===== src/rtl/mc_burst_drain.sv =====
// Drains beats from the data buffer into a staging array and
// issues them as one DRAM write burst (command phase, then data phase).
module mc_burst_drain #(
    parameter int DATA_WIDTH = 64,
    parameter int BURST_LEN  = 8,
    parameter int ADDR_WIDTH = 32
) (
    input  logic                  clk,
    input  logic                  reset,
    input  logic                  enable,
    input  logic                  buf_empty,
    input  logic [DATA_WIDTH-1:0] buf_data,
    output logic                  buf_rd_req,
    input  logic [ADDR_WIDTH-1:0] start_addr,
    input  logic                  addr_load,
    input  logic                  flush,
    output logic                  cmd_valid,
    input  logic                  cmd_ready,
    output logic [ADDR_WIDTH-1:0] cmd_addr,
    output logic [3:0]            cmd_len,
    output logic                  wr_valid,
    input  logic                  wr_ready,
    output logic [DATA_WIDTH-1:0] wr_data,
    output logic                  wr_last,
    output logic                  busy
);

    localparam int IW    = $clog2(BURST_LEN);
    localparam int CW    = IW + 1;
    localparam int BYTES = DATA_WIDTH / 8;

    typedef enum logic [1:0] {
        FILL,
        CMD,
        DATA
    } state_t;

    state_t                state_q, state_d;
    logic [CW-1:0]         fill_cnt_q, fill_cnt_d;
    logic [IW-1:0]         beat_idx_q, beat_idx_d;
    logic [ADDR_WIDTH-1:0] addr_q, addr_d;
    logic                  flush_pend_q, flush_pend_d;
    logic                  rd_inflight_q, rd_inflight_d;
    logic [DATA_WIDTH-1:0] staging_q [BURST_LEN];

    logic [CW-1:0] len_m1;
    logic          idle_fill;
    logic          go_cmd;
    logic          last_beat;

    always_comb begin
        state_d      = state_q;
        fill_cnt_d   = fill_cnt_q;
        beat_idx_d   = beat_idx_q;
        addr_d       = addr_q;
        flush_pend_d = flush_pend_q | flush;
        buf_rd_req   = 1'b0;
        cmd_valid    = 1'b0;
        cmd_addr     = '0;
        cmd_len      = '0;
        wr_valid     = 1'b0;
        wr_data      = '0;
        wr_last      = 1'b0;
        go_cmd       = 1'b0;
        last_beat    = 1'b0;

        len_m1    = fill_cnt_q - CW'(1);
        idle_fill = (fill_cnt_q == '0) && !rd_inflight_q;

        if (rd_inflight_q) begin
            fill_cnt_d = fill_cnt_q + CW'(1);
        end
        // A flush with nothing staged or in flight has nothing to send.
        if (flush && idle_fill) begin
            flush_pend_d = 1'b0;
        end

        unique case (state_q)
            FILL: begin
                go_cmd = (fill_cnt_d == CW'(BURST_LEN)) ||
                         (flush_pend_q && (fill_cnt_q != '0) &&
                          !rd_inflight_q);
                // Suppressing the read on the leaving cycle keeps
                // a late beat from landing outside FILL.
                buf_rd_req = reset && enable && !buf_empty && !go_cmd &&
                             ((fill_cnt_q + CW'(rd_inflight_q)) <
                              CW'(BURST_LEN));
                if (addr_load && idle_fill) begin
                    addr_d = start_addr;
                end
                if (go_cmd) begin
                    state_d      = CMD;
                    flush_pend_d = 1'b0;
                end
            end
            CMD: begin
                cmd_valid = 1'b1;
                cmd_addr  = addr_q;
                cmd_len   = 4'(len_m1);
                if (cmd_ready) begin
                    state_d = DATA;
                end
            end
            DATA: begin
                wr_valid  = 1'b1;
                wr_data   = staging_q[beat_idx_q];
                last_beat = ({1'b0, beat_idx_q} == len_m1);
                wr_last   = last_beat;
                if (wr_ready) begin
                    if (last_beat) begin
                        addr_d = addr_q +
                                 ADDR_WIDTH'(fill_cnt_q) *
                                 ADDR_WIDTH'(BYTES);
                        fill_cnt_d = '0;
                        beat_idx_d = '0;
                        state_d    = FILL;
                    end else begin
                        beat_idx_d = beat_idx_q + IW'(1);
                    end
                end
            end
            default: begin
                state_d = FILL;
            end
        endcase

        rd_inflight_d = buf_rd_req;
    end

    assign busy = (state_q != FILL) || (fill_cnt_q != '0);

    always_ff @(posedge clk or negedge reset) begin
        if (!reset) begin
            state_q       <= FILL;
            fill_cnt_q    <= '0;
            beat_idx_q    <= '0;
            addr_q        <= '0;
            flush_pend_q  <= 1'b0;
            rd_inflight_q <= 1'b0;
        end else begin
            state_q       <= state_d;
            fill_cnt_q    <= fill_cnt_d;
            beat_idx_q    <= beat_idx_d;
            addr_q        <= addr_d;
            flush_pend_q  <= flush_pend_d;
            rd_inflight_q <= rd_inflight_d;
        end
    end

    // Staged beats are only read below fill_cnt, so no reset is needed.
    always_ff @(posedge clk) begin
        if (rd_inflight_q) begin
            staging_q[fill_cnt_q[IW-1:0]] <= buf_data;
        end
    end

endmodule


===== config.mk =====
export PLATFORM = sky130hd
export DESIGN_NAME = mc_burst_drain
export DESIGN_NICKNAME = d
export VERILOG_FILES = /design/src/rtl/mc_burst_drain.sv
export SDC_FILE = /design/constraint.sdc
export NUM_CORES = 1
export LEC_CHECK = 0
export CAP_MARGIN = 10
export CORE_MARGIN = 2
export CORE_UTILIZATION = 55
export DETAILED_ROUTE_END_ITERATION = 12
export GPL_TIMING_DRIVEN = 0
export PLACE_DENSITY = 0.77
export SYNTH_ARGS = -nofsm -noshare
export SYNTH_HDL_FRONTEND = slang
export SYNTH_SLANG_ARGS = --single-unit

===== constraint.sdc =====
create_clock -name clk -period 9.5 [get_ports clk]
set_input_delay 1.9 -clock clk [delete_from_list [all_inputs] [get_ports clk]]
set_output_delay 1.9 -clock clk [all_outputs]
set_load 0.05 [all_outputs]

== Word level (Yosys, flattened, before mapping) ==
Memories as Yosys holds them, arrays and structs flattened.
Cells that the tools add are included.

* Input port bits: 104
* Register bits after elaboration: 43
* Memory bits (writable): 512
* Logic and storage cells: 71
* Memories: 1

{| class="wikitable"
|+ Memory list
! name !! depth !! width !! read ports !! clocked after memory_dff !! wr ports !! line !! text
|-
| staging_q || 8 || 64 || 1 || 0 || 1 || 44 || <nowiki>logic [DATA_WIDTH-1:0] staging_q [BURST_LEN];</nowiki>
|}

* Magnitude comparators: 1
* $add $sub $neg: 5
* Multiplexer cells: 26
* Eq/ne operators: 9
* Bitwise gates (word level): 1
* Reduce and logical (&&, ||, !) cells: 22

{| class="wikitable"
|+ Operators with widths
! kind !! count
|-
| 32-bit two-way mux || 4
|-
| 64-bit two-way mux || 1
|-
| 32-bit one-hot mux with 2 select lines || 1
|-
| 32-bit by 7-bit adder with 32-bit output || 1
|-
| 4-bit two-way mux || 5
|-
| 2-bit != test, second input constant || 5
|-
| 1-bit logical AND || 9
|-
| 1-bit two-way mux || 9
|-
| 2-bit two-way mux || 4
|-
| 4-bit AND reduction || 2
|-
| 2-bit one-hot mux with 3 select lines || 1
|-
| 4-bit by 1-bit adder with 4-bit output || 1
|-
| 4-bit by 1-bit adder with 4-bit output, second input constant || 1
|-
| 3-bit by 4-bit == test with 1-bit output || 1
|-
| 4-bit == test, second input constant || 1
|-
| 4-bit logical NOT || 1
|-
| 4-bit less-than comparator, second input constant || 1
|-
| 2-bit nonzero test || 2
|-
| 4-bit nonzero test || 1
|-
| 4-bit by 1-bit subtractor with 4-bit output, second input constant || 1
|-
| 3-bit by 1-bit adder with 3-bit output, second input constant || 1
|-
| 1-bit logical NOT || 3
|-
| 3-bit two-way mux || 1
|-
| 2-bit by 1-bit == test with 1-bit output, second input constant || 1
|-
| other kinds (5) || 6
|}

== Depth between registers and ports, before layout ==
* Depth after elaboration: 8
* Gate-level depth with buffers: 9
* Mapped depth without buffers: 8

== Worst setup path after synthesis ==
Ideal clock, no wire load.

* Path kind: reg-to-reg
* From: reg fill_cnt_q[1]
* To: mem staging_q[0][0], enable pin
* Buffers on the path: 1
* Data arrival time: 5.087 ns
* Slack: 3.848 ns
* Setup time: 0.565 ns
* Stages on the path, launching flop included: 5
* Cell sequence: dfrtp_1 > buf_6 > inv_1 > nand2_1 > nor3_1

{| class="wikitable"
|+ RTL lines
! what !! line !! text
|-
| start, declared || 39 || <nowiki>logic [CW-1:0] fill_cnt_q, fill_cnt_d;</nowiki>
|-
| start signal, assigned || 142 || <nowiki>fill_cnt_q <= fill_cnt_d;</nowiki>
|-
| end, declared || 44 ||
|}

Straight into the memory's write port.

== Worst setup path after layout ==
* From: reg state_q[0]
* To: out wr_data[34]

* Longest elaborated chain between the ends: 2

{| class="wikitable"
|+ RTL lines
! what !! line !! text
|-
| start, declared || 38 || <nowiki>state_t state_q, state_d;</nowiki>
|-
| start signal, assigned || 141 || <nowiki>state_q <= state_d;</nowiki>
|-
| 2-bit == test || 78 || <nowiki>unique case (state_q)</nowiki>
|-
| 64-bit two-way mux || 78 ||
|-
| end, declared || 23 || <nowiki>output logic [DATA_WIDTH-1:0] wr_data,</nowiki>
|}

No other way between the ends.

==> results.toml <==
[route]
met3_length_mm = 4.89
dr.first_iter.drc_count = 1453
drc = 0
first_pass_iters = 6
wl_met1_mm = 21.4
routed_via_density = 6.15
vias = 13145
wl_per_cell_um = 26.3
top_layer = "met5"
postRouteAntennaNets = 0
drt_wl_total_mm = 56.2
met2_wirelength_mm = 28.8

[synth]
async_flop_share_pct = 7.75
syn_area_per_cell_sq_um = 17.8
synth-seq-area-share_pct = 73.0
synth-xor-area-share_pct = 0.383
synth-compound-area-share_pct = 5.41
yosys.area_share.simple_pct = 5.82
ys.flop_type = "edfxtp_1"
synth-seq-cells = 555
ys.warnings.count = 0
synth_fa_ha_area_share_pct = 0.533
synth_cell_types = 66
yosys-top-cells-area = "edfxtp_1 (68%), mux4_2 (13%), dfrtp_1 (4.8%), nand2_1 (2.8%), a21oi_1 (1.6%)"
muxShareOfSynthArea_pct = 12.9
synth_cells = 1267
syn-cell-area_sq_mm = 0.0225
synth_edf_count = 512
synth_top_area_share_pct = 68.2
syn_nets = 1380
synth_top_family_by_area = "multiplexers"
synth.largest_area_cell = "edfxtp_1"

[clocking]
cts_tree = "yes"
root_buffer = "clkbuf_16"
cts.sinks = 555
path_clk_slew_ps = 60
hold_buffers = 0
cts_setup_buffers = 0
cts_resized = 0
cts_max_level = 2
numCtsBuffers = 54
clock_latency_ps = 610
clk_path_buf_depth = 3

[sta]
rsz0062_at_grt = "false"
finalSetupTns_ps = 0
final.period_utilization_pct = 61.2
slew_viol_final = 0
skew_ps = 12.7
setup_violations = 0
fmax_mhz = 172
relSlewSlack_pct = 26.1
tightestPinTransition_ps = 1100
hold_viol = 0
period_needed_ps = 5810

[place]
place.gp.congestion = 0.917
hpwl_mm = 35.8
numPortBuffers = 208

[run]
max_cap_viol_count = 0

[pwr]
vdd_drop_max_mv = 0.238
pwr-share-clk_pct = 31.1
switching_share_pct = 32.0
p_int_mw = 4.70
powerDensity_mw_per_mm2 = 250
netSwitchingPower_mw = 2.20
p_comb_share_pct = 29.9
finalPower_mw = 6.90
cellLeakagePower_nw = 9.15
power.share.sequential_pct = 39.0

[die]
die_area_sq_mm = 0.0426
ioPinCount = 209
core_area_sq_mm = 0.0406
initial_core_util_pct = 55.4
die_y_um = 206
placementRows = 74
die_w_um = 206

[critical_path]
crit_type = "flip-flop to primary output"
crit_path_cell_trace = "nand2b_1 -> clkbuf_1 -> clkbuf_1 -> clkbuf_1 -> a21oi_1 -> clkdlybuf4s50_1"
cp-start-kind = "flip-flop"
worst_setup_path_end_kind = "primary output"
slowest_stage = "clkdlybuf4s50_1"
slowest_delay_ps = 760
worstPathMaxFanout = 10
critPathMostFrequentCell = "clkbuf_1"
arrival_ps = 3910
required_ps = 7600

[min_path]
min_path_type = "flip-flop to flip-flop"

[finish]
nets = 1673
area_delta_synth_final_pct = 22.5
n_fill_cell = 2607
drive_gt1_share_pct = 18.3

[grt]
grt_pass1_wl_mm = 82.7
grt_pass1_vias = 13199
antenna_found_initial = 6
grt.total_usage_pct = 26.8
grt_max_degree = 46
overflow = 0

[run_status]
outcome = "finished clean"
==> synth_stat cells, types with 4 or more instances <==
| cell type | count |
|---|---|
| nor2_1 | 32 |
| clkbuf_1 | 37 |
| xor2_1 | 4 |
| edfxtp_1 | 512 |
| buf_2 | 29 |
| and3_1 | 10 |
| ha_1 | 8 |
| o22ai_1 | 17 |
| a31oi_1 | 4 |
| nor3_1 | 8 |
| nand2b_1 | 4 |
| mux4_2 | 128 |
| nand3_1 | 7 |
| o211ai_1 | 13 |
| buf_1 | 9 |
| a2bb2oi_1 | 8 |
| o21ai_0 | 11 |
| and2_1 | 27 |
| a211oi_1 | 5 |
| nand2_1 | 170 |
| dfrtp_1 | 43 |
| nand4_1 | 6 |
| inv_1 | 18 |
| xnor2_1 | 4 |
| o2bb2a_1 | 8 |
| a22oi_1 | 14 |
| a21oi_1 | 74 |
==> power by group through the flow <==
stage | Clock, mW | Sequential (mW) | Combinational, mW
after floorplan | 0 | 2.74 | 1.39
after global placement | 0 | 2.74 | 2.02
after detailed placement | 0 | 2.74 | 2.06
after CTS | 2.17 | 2.69 | 2.08
after global routing | 2.26 | 2.69 | 2.19
final | 2.15 | 2.69 | 2.06
==> per-layer routing <==
| metal | track usage [%] | up-vias |
|---|---|---|
| li1 | - | 5656 |
| met1 | 35.3 | 6749 |
| met2 | 45.2 | 648 |
| met5 | 0 | - |
| met4 | 7.53 | 8 |
| met3 | 6.12 | 84 |
==> cells by family after synthesis <==
family / Yosys count
muxes: 131
and+or+nand+nor: 283
buffers and inverters: 97
xor gates and xnor gates: 9
adders and majority gates: 9
AOI/OAI and AO/OA: 183
DFF: 555
==> cells in the final DEF, fill, tap and decap left out, drive strengths merged, types with 4 or more instances in the layout <==
cell type and n:
edfxtp 512, clkdlybuf4s50 207, nand2 171, mux4 128
clkbuf 100, a21oi 74, buf 72, dfrtp 43
nor2 33, clkinv 28, and2 27, inv 19
o22ai 17, o21ai 15, a22oi 14, o211ai 13
and3 10, nor3 9, a2bb2oi 8, o2bb2a 8
ha 8, nand3 8, bufinv 7, nand4 6
a211oi 6, xor2 5, xnor2 4, a31oi 4
nand2b 4, nor4 4, and4 4
==> critical path: cells and delay by family, from the launching register on <==
kind                   cells  cell delay [ps]
AO/OA/AOI/OAI              1              220
AND/OR/NAND/NOR            1              160
flip-flops                 1              400
buffers and inverters      4             2520
==> worst paths after layout <==
| check | from | slack (ps) | depth (start not counted) | end |
|---|---|---|---|---|
| worst max-delay path | state_q[0] | 3690 | 6 | wr_data[34] |
| worst min-delay path | state_q[1] | 480 | 1 | state_q[0] |
| worst max register to register | fill_cnt_q[0] | 6770 | 9 | addr_q[5] |
| worst min register to register | state_q[1] | 480 | 1 | state_q[0] |
| max in group asynchronous | reset | 7810 | 2 | addr_q[26] |
| min in group asynchronous | reset | 1190 | 1 | addr_q[11] |
==> area by class of cell <==
cell class / count / area [sq um] / area share (%)
diodes: 3 / 7.51 / 0.0272
plain buffers: 79 / 359 / 1.30
clock buffers: 63 / 1390 / 5.02
clock inverters: 37 / 394 / 1.43
inverters: 18 / 70.1 / 0.254
multi-input cells: 615 / 5700 / 20.7
flip-flops and latches: 555 / 16500 / 59.6
well taps: 532 / 666 / 2.41
repair buffers: 237 / 2560 / 9.27
==> registers in the layout, summed over array words and instances, names as in the netlist <==
name	cells
fill_cnt_q	4
state_q	2
rd_inflight_q	1
staging_q	512
flush_pend_q	1
beat_idx_q	3
addr_q	32
==> through the flow <==
step | cells | hold slack [ps] | utilization [%] | setup slack, ps | area [sq um]
finish | 2139 | 482 | 67.9 | 3690 | 27600
CTS | 2136 | 481 | 67.9 | 3680 | 27600
floorplan | 1267 | 437 | - | 3850 | 22500
global route | 2138 | 510 | 67.9 | 3550 | 27600
global placement | 2007 | 455 | 62.2 | -723 | 25300
detailed placement | 2036 | 473 | 63.5 | 4010 | 25800
Note: power is estimated with default switching activity, not from simulation.
